### config.mk
export PLATFORM = sky130hd
export DESIGN_NAME = time_ascii_streamer
export DESIGN_NICKNAME = d
export VERILOG_FILES = /design/src/rtl/time_ascii_pkg.sv /design/src/rtl/bcd_to_ascii.sv /design/src/rtl/time_ascii_streamer.sv
export SDC_FILE = /design/constraint.sdc
export NUM_CORES = 1
export LEC_CHECK = 0
export BUFFER_PORTS_ARGS = -buffer_cell sky130_fd_sc_hd__clkbuf_2
export CAP_MARGIN = 15
export CORE_ASPECT_RATIO = 0.7
export CORE_MARGIN = 2
export CORE_UTILIZATION = 35
export DETAILED_ROUTE_END_ITERATION = 8
export PLACE_DENSITY = 0.55
export SYNTH_ARGS = -nofsm -noshare
export SYNTH_HDL_FRONTEND = slang
export SYNTH_SLANG_ARGS = --single-unit
### constraint.sdc
create_clock -name clk -period 6.35 [get_ports clk]
set_input_delay 0 -clock clk [delete_from_list [all_inputs] [get_ports clk]]
set_output_delay 0 -clock clk [all_outputs]
set_load 0.05 [all_outputs]
### src/rtl/time_ascii_pkg.sv
// Shared types, ASCII constants and sizing helpers for the BCD time-string streamer.
package time_ascii_pkg;

    typedef enum logic [1:0] {IDLE, LOAD, SEND, DONE} state_e;

    typedef enum logic [1:0] {K_DIGIT, K_SEP, K_CR, K_LF} kind_e;

    localparam logic [7:0] ZERO = 8'h30;
    localparam logic [7:0] CR   = 8'h0D;
    localparam logic [7:0] LF   = 8'h0A;

    function automatic int str_len(input int nf, input int dpf, input int crlf);
        return nf * dpf + (nf - 1) + ((crlf != 0) ? 2 : 0);
    endfunction

    // Index widths never collapse to zero bits, even for one-entry ranges.
    function automatic int width_of(input int n);
        return (n > 1) ? $clog2(n) : 1;
    endfunction

endpackage

### src/rtl/bcd_to_ascii.sv
// Maps one BCD nibble to its ASCII digit; codes above 9 become the configured invalid-character byte.
module bcd_to_ascii
    import time_ascii_pkg::*;
#(
    parameter logic [7:0] INVALID_CHAR = 8'h3F
) (
    input  logic [3:0] nibble,
    output logic [7:0] ascii
);

    assign ascii = (nibble <= 4'd9) ? (ZERO + {4'h0, nibble}) : INVALID_CHAR;

endmodule

### src/rtl/time_ascii_streamer.sv
// Snapshots a packed BCD time, formats it as an ASCII string and streams it
// byte by byte over a valid/ready handshake.
module time_ascii_streamer
    import time_ascii_pkg::*;
#(
    parameter int          NUM_FIELDS       = 4,
    parameter int          DIGITS_PER_FIELD = 2,
    parameter logic [7:0]  SEP_CHAR         = 8'h3A,
    parameter int          APPEND_CRLF      = 1,
    parameter logic [7:0]  INVALID_CHAR     = 8'h3F
) (
    input  logic                                   clk,
    input  logic                                   reset_n,
    input  logic                                   i_start,
    input  logic [NUM_FIELDS*DIGITS_PER_FIELD*4-1:0] i_digits,
    input  logic                                   i_tx_ready,
    output logic [7:0]                             o_tx_data,
    output logic                                   o_tx_valid,
    output logic                                   o_busy,
    output logic                                   o_done
);

    localparam int LEN   = str_len(NUM_FIELDS, DIGITS_PER_FIELD, APPEND_CRLF);
    localparam int NDIG  = NUM_FIELDS * DIGITS_PER_FIELD;
    localparam int IDX_W = width_of(LEN);
    localparam int NIB_W = width_of(NDIG);
    localparam int BODY  = NUM_FIELDS * (DIGITS_PER_FIELD + 1) - 1;
    localparam logic [IDX_W-1:0] LAST = IDX_W'(LEN - 1);

    state_e               state_reg, state_next;
    logic [NDIG*4-1:0]    snap_reg;
    logic [IDX_W-1:0]     index_reg;
    logic [IDX_W-1:0]     sel_idx;
    logic [7:0]           data_reg;
    kind_e                pos_kind [LEN];
    logic [NIB_W-1:0]     pos_nib  [LEN];
    logic [3:0]           nibble;
    logic [7:0]           digit_char;
    logic [7:0]           byte_sel;
    logic                 xfer;

    // Constant per-position table: what kind of byte sits there and which nibble feeds it.
    genvar gi;
    generate
        for (gi = 0; gi < LEN; gi++) begin : g_pos
            localparam int SLOT   = gi / (DIGITS_PER_FIELD + 1);
            localparam int WITHIN = gi % (DIGITS_PER_FIELD + 1);
            if (gi == BODY) begin : g_cr
                assign pos_kind[gi] = K_CR;
                assign pos_nib[gi]  = '0;
            end else if (gi > BODY) begin : g_lf
                assign pos_kind[gi] = K_LF;
                assign pos_nib[gi]  = '0;
            end else if (WITHIN == DIGITS_PER_FIELD) begin : g_sep
                assign pos_kind[gi] = K_SEP;
                assign pos_nib[gi]  = '0;
            end else begin : g_dig
                assign pos_kind[gi] = K_DIGIT;
                assign pos_nib[gi]  = NIB_W'((NUM_FIELDS - 1 - SLOT) * DIGITS_PER_FIELD
                                            + (DIGITS_PER_FIELD - 1 - WITHIN));
            end
        end
    endgenerate

    // LOAD fetches byte 0; SEND pre-fetches the byte after the one on the bus.
    always_comb begin
        sel_idx = index_reg;
        if (state_reg == SEND && index_reg != LAST) begin
            sel_idx = index_reg + 1'b1;
        end
    end

    assign nibble = snap_reg[4*int'(pos_nib[sel_idx]) +: 4];

    bcd_to_ascii #(
        .INVALID_CHAR (INVALID_CHAR)
    ) u_bcd_to_ascii (
        .nibble (nibble),
        .ascii  (digit_char)
    );

    always_comb begin
        byte_sel = digit_char;
        case (pos_kind[sel_idx])
            K_DIGIT: byte_sel = digit_char;
            K_SEP:   byte_sel = SEP_CHAR;
            K_CR:    byte_sel = CR;
            K_LF:    byte_sel = LF;
            default: byte_sel = digit_char;
        endcase
    end

    assign xfer = (state_reg == SEND) && i_tx_ready;

    always_ff @(posedge clk or negedge reset_n) begin
        if (!reset_n) begin
            state_reg <= IDLE;
        end else begin
            state_reg <= state_next;
        end
    end

    always_comb begin
        state_next = state_reg;
        o_tx_valid = 1'b0;
        o_busy     = 1'b1;
        o_done     = 1'b0;
        case (state_reg)
            IDLE: begin
                o_busy = 1'b0;
                if (i_start) state_next = LOAD;
            end
            LOAD: state_next = SEND;
            SEND: begin
                o_tx_valid = 1'b1;
                if (xfer && index_reg == LAST) state_next = DONE;
            end
            DONE: begin
                o_done     = 1'b1;
                state_next = IDLE;
            end
            default: state_next = IDLE;
        endcase
    end

    always_ff @(posedge clk or negedge reset_n) begin
        if (!reset_n) begin
            snap_reg  <= '0;
            index_reg <= '0;
            data_reg  <= '0;
        end else begin
            case (state_reg)
                IDLE: begin
                    if (i_start) begin
                        snap_reg  <= i_digits;
                        index_reg <= '0;
                    end
                end
                LOAD: data_reg <= byte_sel;
                SEND: begin
                    if (xfer && index_reg != LAST) begin
                        index_reg <= index_reg + 1'b1;
                        data_reg  <= byte_sel;
                    end
                end
                default: ;
            endcase
        end
    end

    assign o_tx_data = data_reg;

endmodule

### Yosys cells after proc, flatten, opt, wreduce, memory -nomap -nowiden

Memories as Yosys holds them, arrays and structs flattened.
Cells that the tools add are included.

| word-level totals | value |
|---|---|
| flip-flop bits (word level) | 46 |
| memory bits (read-only) | 80 |
| input bits | 36 |
| output and inout bits | 11 |
| logic and storage cells | 53 |
| memories kept | 2 |

Memory list:

| memory | words | bits a word | read ports | clocked after memory_dff | write ports | RTL line | RTL |
|---|---|---|---|---|---|---|---|
| (name not given) | 16 | 3 | 1 | 0 | 0 | time_ascii_streamer.sv:73 | `assign nibble = snap_reg[4*int'(pos_nib[sel_idx]) +: 4];` |
| (name not given) | 16 | 2 | 1 | 0 | 0 | time_ascii_streamer.sv:84 | `case (pos_kind[sel_idx])` |

| cells by class | value |
|---|---|
| add/subtract/negate cells | 2 |
| magnitude comparators | 2 |
| equal/unequal tests | 11 |
| shift operators | 1 |
| mux-type cells | 18 |
| bitwise gates (word level) | 1 |
| reductions and logical operators | 12 |

Operator list:

| operator | number |
|---|---|
| $pmux W8 S4 | 1 |
| $shiftx A32 B6 Y4 | 1 |
| $mux W8 | 2 |
| $pmux W8 S2 | 1 |
| $mux W4 | 3 |
| $eq A2 B2 Y1 const B | 4 |
| $mux W2 | 4 |
| $pmux W2 S4 | 1 |
| $pmux W4 S2 | 1 |
| $add A6 B4 Y7 const A | 1 |
| $mux W3 | 2 |
| $reduce_and A2 Y1 | 3 |
| $ge A5 B5 Y1 const B | 1 |
| $not A4 Y5 | 1 |
| $add A4 B1 Y4 const B | 1 |
| $eq A2 B1 Y1 const B | 2 |
| $eq A4 B4 Y1 const B | 1 |
| $le A4 B4 Y1 const B | 1 |
| $logic_and A1 B1 Y1 | 4 |
| $logic_not A2 Y1 | 2 |
| $ne A2 B1 Y1 const B | 2 |
| $ne A4 B4 Y1 const B | 1 |
| $reduce_bool A2 Y1 | 2 |
| $mux W1 | 3 |
| 2 further kinds | 2 |

### Longest topological paths before layout

Gate-level depths: netlist of the first run.

| depth | value |
|---|---|
| depth in word-level cells | 13 |
| gate-level depth with buffers | 16 |
| gate-level depth less buffers | 16 |

### Hierarchy

Synthesis of the first run repeated with hierarchy kept, for this count alone.

| second synthesis, totals | value |
|---|---|
| cell total of the unflattened synthesis | 239 |
| area total of the unflattened synthesis | 2606.2 µm² |

By module, submodules not included:

| module | instances | cells each | area an instance (µm²) | sequential area each (µm²) |
|---|---|---|---|---|
| time_ascii_streamer | 1 | 228 | 2538.7 | 1151.1 |
| bcd_to_ascii | 1 | 11 | 67.6 | 0.0 |

### Worst setup path before layout of the first run

No wires, ideal clock.

| timing | value |
|---|---|
| path type | register to register |
| start | reg state_reg[0] |
| end | reg data_reg[2], in the netlist o_tx_data[2] |
| library setup time | 0.142 ns |
| arrival | 3.543 ns |
| required time | 6.208 ns |
| setup slack | 2.665 ns |
| cell stages (with the launch flop) | 15 |
| path buffers | 1 |
| clock period less this slack | 3.685 ns |
| cells stage by stage | dfrtp_1 -> inv_1 -> ha_1 -> buf_2 -> and2_1 -> nor2_1 -> a21o_1 -> ha_1 -> or3_1 -> a311o_2 -> nand2_8 -> mux2_4 -> o211ai_2 -> or3_1 -> o221ai_1 |

| on the way | value |
|---|---|
| longest elaborated chain between the ends | 13 |
| elaborated cells between the ends (all ways) | 27 |
| classes of those cells | add/sub: 1; order compare: 1; eq/ne: 6; shift: 1; mux: 9; bitwise: 1; reduce/logical: 6; memory: 2 |

Ends and longest elaborated chain:

| what | RTL line | RTL |
|---|---|---|
| from (decl) | time_ascii_streamer.sv:30 | `state_e state_reg, state_next;` |
| from (signal assigned) | time_ascii_streamer.sv:99 | `state_reg <= state_next;` |
| $eq A2 B2 Y1 | time_ascii_streamer.sv:68, time_ascii_streamer.sv:93, time_ascii_streamer.sv:132 |  |
| $logic_and A1 B1 Y1 | time_ascii_streamer.sv:68 | `if (state_reg == SEND && index_reg != LAST) begin` |
| $mux W4 | time_ascii_streamer.sv:68 |  |
| $not A4 Y5 (implied by the code) | time_ascii_streamer.sv:73, time_ascii_streamer.sv:84 |  |
| $mem_v2 Z16 W3 | - |  |
| $mux W3 (implied by the code) (2 in a row) | time_ascii_streamer.sv:73 |  |
| $shiftx A32 B6 Y4 | time_ascii_streamer.sv:73 |  |
| $add A6 B4 Y7 or $le A4 B4 Y1 (tied branches) | bcd_to_ascii.sv:11 | `assign ascii = (nibble <= 4'd9) ? (ZERO + {4'h0, nibble}) : INVALID_CHAR;` |
| $mux W8 | bcd_to_ascii.sv:11 |  |
| $pmux W8 S4 | time_ascii_streamer.sv:84 |  |
| $mux W8 | time_ascii_streamer.sv:141 | `if (xfer && index_reg != LAST) begin` |
| $pmux W8 S2 | time_ascii_streamer.sv:132 | `case (state_reg)` |
| to (signal assigned) | time_ascii_streamer.sv:139 | `LOAD: data_reg <= byte_sel;` |
| to (signal assigned) | time_ascii_streamer.sv:143 | `data_reg <= byte_sel;` |
| to (decl) | time_ascii_streamer.sv:34 | `logic [7:0] data_reg;` |

Parallel ways exist; a longest one is shown, timed or not. The select of a mux whose other input is x is not followed.
A chain may end at the register's enable or synchronous reset.

### Worst setup path in the final report of the first run

Same ends and word-level chain as after synthesis.

==> out/qor.yml, run 1 <==
status:
  status: "finished clean"
cts:
  numCtsBuffers: 5
  htreeDepth: 2
  path_clk_slew_ps: 90
  post_cts_resized: 0
  root_buffer: "clkbuf_8"
  cts_tree: "built"
  cts_sinks: 43
  cts_setup_buffers: 0
  clk-insertion-delay-late_ps: 300
  ctsLongestPathBuffers: 2
critical_path:
  endpoint_kind: "flop"
  max_stage_delay_ps: 660
  slowest_stage: "ha_1"
  required_ps: 6570
  crit_family: "compound AO/OA/AOI/OAI gates"
  path_cells: "inv_1 -> ha_1 -> and2_1 -> nor2_1 -> a21o_1 -> ha_1 -> nor2b_1 -> mux2_2 -> a311oi_1 -> o21ai_0 -> a32oi_2 -> o211ai_2 -> or3_1 -> o221ai_1"
  cp_max_fo: 23
  crit_arrival_ps: 4100
  path_common_cell: "ha_1"
  cp_num_buf_inv: 1
  cp-start-kind: "flop"
  path_class: "reg2reg"
grt:
  gr-usage-met2_pct: 21.3
  gr-usage-met1_pct: 24.6
  met3_usage_pct: 3.51
  gr-total-overflow: 0
  grt_usage_pct: 15.7
  busiest_layer: "met1"
  antenna_found_initial: 0
  grt_pass1_vias: 2002
  grt_pass1_wl_mm: 10.1
  grt_max_degree: 44
place:
  dpl.hpwl_mm: 4.13
  portBuffers: 44
  place_inst: 368
  postPlaceCellArea_um2: 2900
  gp_congestion: 0.848
synth:
  yosys_warnings: 0
  yosysMostFrequentCell: "dfrtp_1"
  yosysTopAreaCellShare_pct: 41.2
  synthesis.area_um2: 2610
  synth_area_per_cell_um2: 11.1
  yosysTopAreaCell: "dfrtp_1"
  netlist_instances: 235
  synth.distinct_cells: 52
  synthTopCellsByArea: "dfrtp_1 41%, mux2_2 16%, mux2i_1 7.7%"
  async_flop_share_pct: 100
  synth-seq-cells: 43
  synthTopCellsByCount: "43 x dfrtp_1, 36 x mux2_2, 20 x mux2i_1"
  synthFlopType: "dfrtp_1"
  synth_edf_count: 0
  ys_seq_area_share_pct: 41.2
timing:
  finalSetupTns_ps: 0
  post-route-period-util_pct: 61.2
  worst_pin_slew_ps: 819
  skew_ps: 4.69
  final_max_slew_viol_count: 0
  fin_crit_ps: 3890
  rsz0062_at_grt: "no"
  slew_headroom_pct: 45.1
  fmax_ghz: 0.257
  final-hold-violation-count: 0
  finalSetupViolCount: 0
cells_and_area:
  layoutNonFillerInstCount: 409
  drive_gt1_share_pct: 32.5
  area_delta_synth_final_pct: 27.9
  largest_register_ffs: 32
  final_area_um2: 3340
  diodes: 0
  layout.nets: 356
die:
  io-pin-count: 47
  rows: 26
  dieHeight_um: 76.3
  core_area_um2: 7250
  dieArea_um2: 8180
  initial_core_util_pct: 36.0
  fp.dieW_um: 107
detailed_routing:
  vias: 1999
  drtIter0Drc: 135
  drcViolationCount: 0
  vias_per_cell: 4.89
  ant_nets: 0
  wl_per_cell_um: 14.7
  wl_mm: 5.99
  drtPass1Iterations: 4
power_and_ir_drop:
  power.leakage_nw: 1.53
  worst_ir_drop_vdd_v: 0.000324
  power_density_nw_per_um2: 580
run:
  cap_violations: 0
worst_hold_path:
  hold_class: "in2reg"
## cell families after synthesis
kind of cell | synth area share, %
flip-flops | 41.2
multiplexers | 24.3
adder cells (fa/ha/maj) | 4.79
XOR/XNOR | 0.671
AO/OA/AOI/OAI | 14.1
buffers and inverters | 4.31
AND/OR/NAND/NOR | 10.5
other | 0.144
## cell type report
class | count | area, um^2
inverters | 10 | 37.5
multi-input cells | 171 | 1430
well taps | 98 | 123
fillers | 675 | 3910
repair buffers | 79 | 566
clock buffers | 5 | 68.8
clock inverters | 3 | 43.8
flip-flops and latches | 43 | 1080
## per-layer routing
layer | routed length [um] | up-vias
met1 | 3180 | 931
met5 | 0 | -
li1 | - | 1016
met4 | 59 | 0
met2 | 2420 | 48
met3 | 333 | 4
## report_power, final
part | internal [mW] | switching, mW
Clock | 0.117 | 0.102
Sequential | 0.407 | 0.0881
Combinational | 0.547 | 0.676
## tightest hold or removal path, stage by stage
cell and delay [ps]:
clkbuf_2 110, nand4_1 100, a21oi_1 100, nor2_1 90, nor2_1 40
## repair_timing
item,CTS,global route
hold endpoints to repair,75,0
hold buffers,33,0
setup endpoints to repair,0,0
## cells in the final DEF (no fill, tap or decap), types with 10 or more instances in the layout
| cell | instances |
|---|---|
| nand2_1 | 11 |
| nor2_1 | 12 |
| clkbuf_2 | 44 |
| o21ai_0 | 13 |
| mux2i_1 | 20 |
| dlygate4sd3_1 | 33 |
| inv_1 | 10 |
| ha_1 | 10 |
| mux2_2 | 36 |
| dfrtp_1 | 43 |
## path summary, 6_finish.rpt
check	depth (start not counted)	end	slack, ps	startpoint
worst max-delay path	14	o_tx_data[2]$_DFFE_PN0P_	2460	state_reg[0]$_DFFE_PN0P_
worst min-delay path	5	state_reg[0]$_DFFE_PN0P_	170	i_tx_ready
worst max register to register	14	o_tx_data[2]$_DFFE_PN0P_	2460	state_reg[0]$_DFFE_PN0P_
worst min register to register	1	snap_reg[17]$_DFFE_PN0P_	510	snap_reg[17]$_DFFE_PN0P_
max in group asynchronous	3	snap_reg[3]$_DFFE_PN0P_	5640	reset_n
min in group asynchronous	3	index_reg[0]$_DFFE_PN0P_	310	reset_n
## per-stage QoR
| step | worst slack [ps] | power, mW | hold WS, ps | utilization, % |
|---|---|---|---|---|
| global route | 2180 | 2.09 | 219 | 46.1 |
| floorplan | 2660 | 1.47 | -296 | - |
| CTS | 2510 | 1.95 | 167 | 46.1 |
| global placement | 2570 | 1.69 | 125 | 40.0 |
| finish | 2460 | 1.94 | 175 | 46.1 |
| detailed placement | 2560 | 1.70 | 123 | 40.0 |
No activity file was read; power rests on OpenSTA's default activity.
==> run 2: changes to the inputs <==
- PLACE_DENSITY: 0.55 -> 0.57
- clock period: 6.35 -> 3.4 ns (I/O delays scaled with it)
==> run 2 against run 1 <==
Against the previous run:
- critical path depth unchanged
- clock-buffer cell count unchanged
- utilization up 1.8 points
- global-route usage down 0.61 points
- highest routed layer unchanged
==> out/qor.yml, run 2 (synthesized netlist as in run 1, its figures left out) <==
critical_path:
  required_ps: 3560
  cp-start-kind: "flop"
  slowest_stage: "a311o_2"
  crit_family: "compound AO/OA/AOI/OAI gates"
  path_common_cell: "ha_1"
  max_stage_delay_ps: 420
  path_class: "reg2reg"
  cp_num_buf_inv: 1
  endpoint_kind: "flop"
  cp_max_fo: 7
  path_cells: "inv_2 -> ha_1 -> nand3_2 -> and2_4 -> a21o_1 -> ha_1 -> nor2b_1 -> mux2_2 -> a311o_2 -> nand2_8 -> mux2_4 -> o211ai_4 -> or3_1 -> o221ai_1"
  reg2reg_slack_ps: 120
  crit_arrival_ps: 3440
cts:
  root_buffer: "clkbuf_8"
  ctsLongestPathBuffers: 2
  cts_tree: "built"
  htreeDepth: 2
  path_clk_slew_ps: 90
  cts_sinks: 43
  clk-insertion-delay-late_ps: 290
  numCtsBuffers: 5
grt:
  busiest_layer: "met1"
  gr-usage-met2_pct: 21.8
  grt_usage_pct: 15.1
  gr-total-overflow: 0
  grt_pass1_wl_mm: 9.83
  antenna_found_initial: 0
  met3_usage_pct: 3.08
  gr-usage-met1_pct: 23.2
  grt_max_degree: 33
  grt_pass1_vias: 2025
detailed_routing:
  vias_per_cell: 5.01
  drtIter0Drc: 115
  wl_per_cell_um: 14.1
  ant_nets: 0
  vias: 2106
  drtPass1Iterations: 4
  drcViolationCount: 0
  wl_mm: 5.94
cells_and_area:
  area_delta_synth_final_pct: 32.8
  fillCellCount: 656
  layout_commonest_cell: "clkbuf_2"
  layout_common_cells: "44 x clkbuf_2, 43 x dfrtp_1, 36 x mux2_2"
  largest_register_ffs: 32
  drive_gt1_share_pct: 37.0
  layout.nets: 367
  final_area_um2: 3470
  diodes: 0
power_and_ir_drop:
  worst_ir_drop_vdd_v: 0.000436
  power_density_nw_per_um2: 1100
  power.total_mw: 3.83
  power.leakage_nw: 1.60
timing:
  setup_ws_ps: 122
  fin_crit_ps: 3280
  fmax_ghz: 0.305
  skew_ps: 6.15
  worst_pin_slew_ps: 859
  final-hold-violation-count: 0
  finalSetupViolCount: 0
  fin_hold_ws_ps: 181
  slew_headroom_pct: 42.4
  final_max_slew_viol_count: 0
  post-route-period-util_pct: 96.4
status:
  status: "finished clean"
die:
  rows: 26
  initial_core_util_pct: 36.0
  dieHeight_um: 76.3
  io-pin-count: 47
  fp.dieW_um: 107
  dieArea_um2: 8180
  core_area_um2: 7250
run:
  cap_violations: 0
worst_hold_path:
  hold_class: "in2async"
place:
  pre_cts_ws_ps: 31.0
  portBuffers: 44
  postPlaceCellArea_um2: 2990
  dpl.hpwl_mm: 4.29
  gp_congestion: 0.815
-- run 2: changes by cell type in the layout (fill, tap and decap cells not counted), sizes merged --
| cell | delta |
|---|---|
| buf | +11 |
-- run 2: final timing paths --
check / from / cells after the start / endpoint
max reg2reg: index_reg[1]$_DFFE_PN0P_ / 14 / o_tx_data[2]$_DFFE_PN0P_
max: index_reg[1]$_DFFE_PN0P_ / 14 / o_tx_data[2]$_DFFE_PN0P_
min in group clk: i_tx_ready / 5 / state_reg[0]$_DFFE_PN0P_
min: reset_n / 2 / index_reg[2]$_DFFE_PN0P_
max in group asynchronous: reset_n / 3 / snap_reg[31]$_DFFE_PN0P_
min reg2reg: snap_reg[18]$_DFFE_PN0P_ / 1 / snap_reg[18]$_DFFE_PN0P_
-- run 2: metal layers --
| metal | wire (um) | vias to the layer above |
|---|---|---|
| li1 | - | 1038 |
| met1 | 3040 | 1007 |
| met2 | 2570 | 59 |
| met3 | 299 | 2 |
| met4 | 37 | 0 |
| met5 | 0 | - |
-- run 2: layout make-up --
cell class | count | area (um^2) | area share, %
Clock buffer | 5 | 68.8 | 1.98
Clock inverter | 3 | 43.8 | 1.26
Sequential cell | 43 | 1080 | 31.0
Tap cell | 98 | 123 | 3.53
Timing Repair Buffer | 90 | 648 | 18.7
Inverter | 10 | 37.5 | 1.08
Multi-Input combinational cell | 171 | 1470 | 42.4
-- run 2: through the flow --
step	util [%]	cells	TNS [ps]
after floorplan	-	236	0
after global placement	41.2	378	0
after detailed placement	41.2	378	0
after CTS	47.3	419	0
after global routing	47.8	420	-25.2
final	47.8	420	0
-- run 2: what timing repair did --
item	in CTS	in global routing
gates resized for setup	0	9
endpoints found under the hold margin	50	0
hold buffers	33	0
setup endpoints to repair	0	4
buffers inserted	0	1
-- run 2: worst register-to-register path: cells and delay by family, from the launching register on --
kind | cells | cell delay, ps
AOI/OAI and AO/OA | 4 | 920
and+or+nand+nor | 5 | 700
muxes | 2 | 600
adders and majority gates | 2 | 470
DFF | 1 | 390
buffers and inverters | 1 | 80
-- run 2: report_power, final --
part / switching (mW) / internal (mW)
Clock: 0.186 / 0.219
Combinational: 1.35 / 1.17
Sequential: 0.137 / 0.761
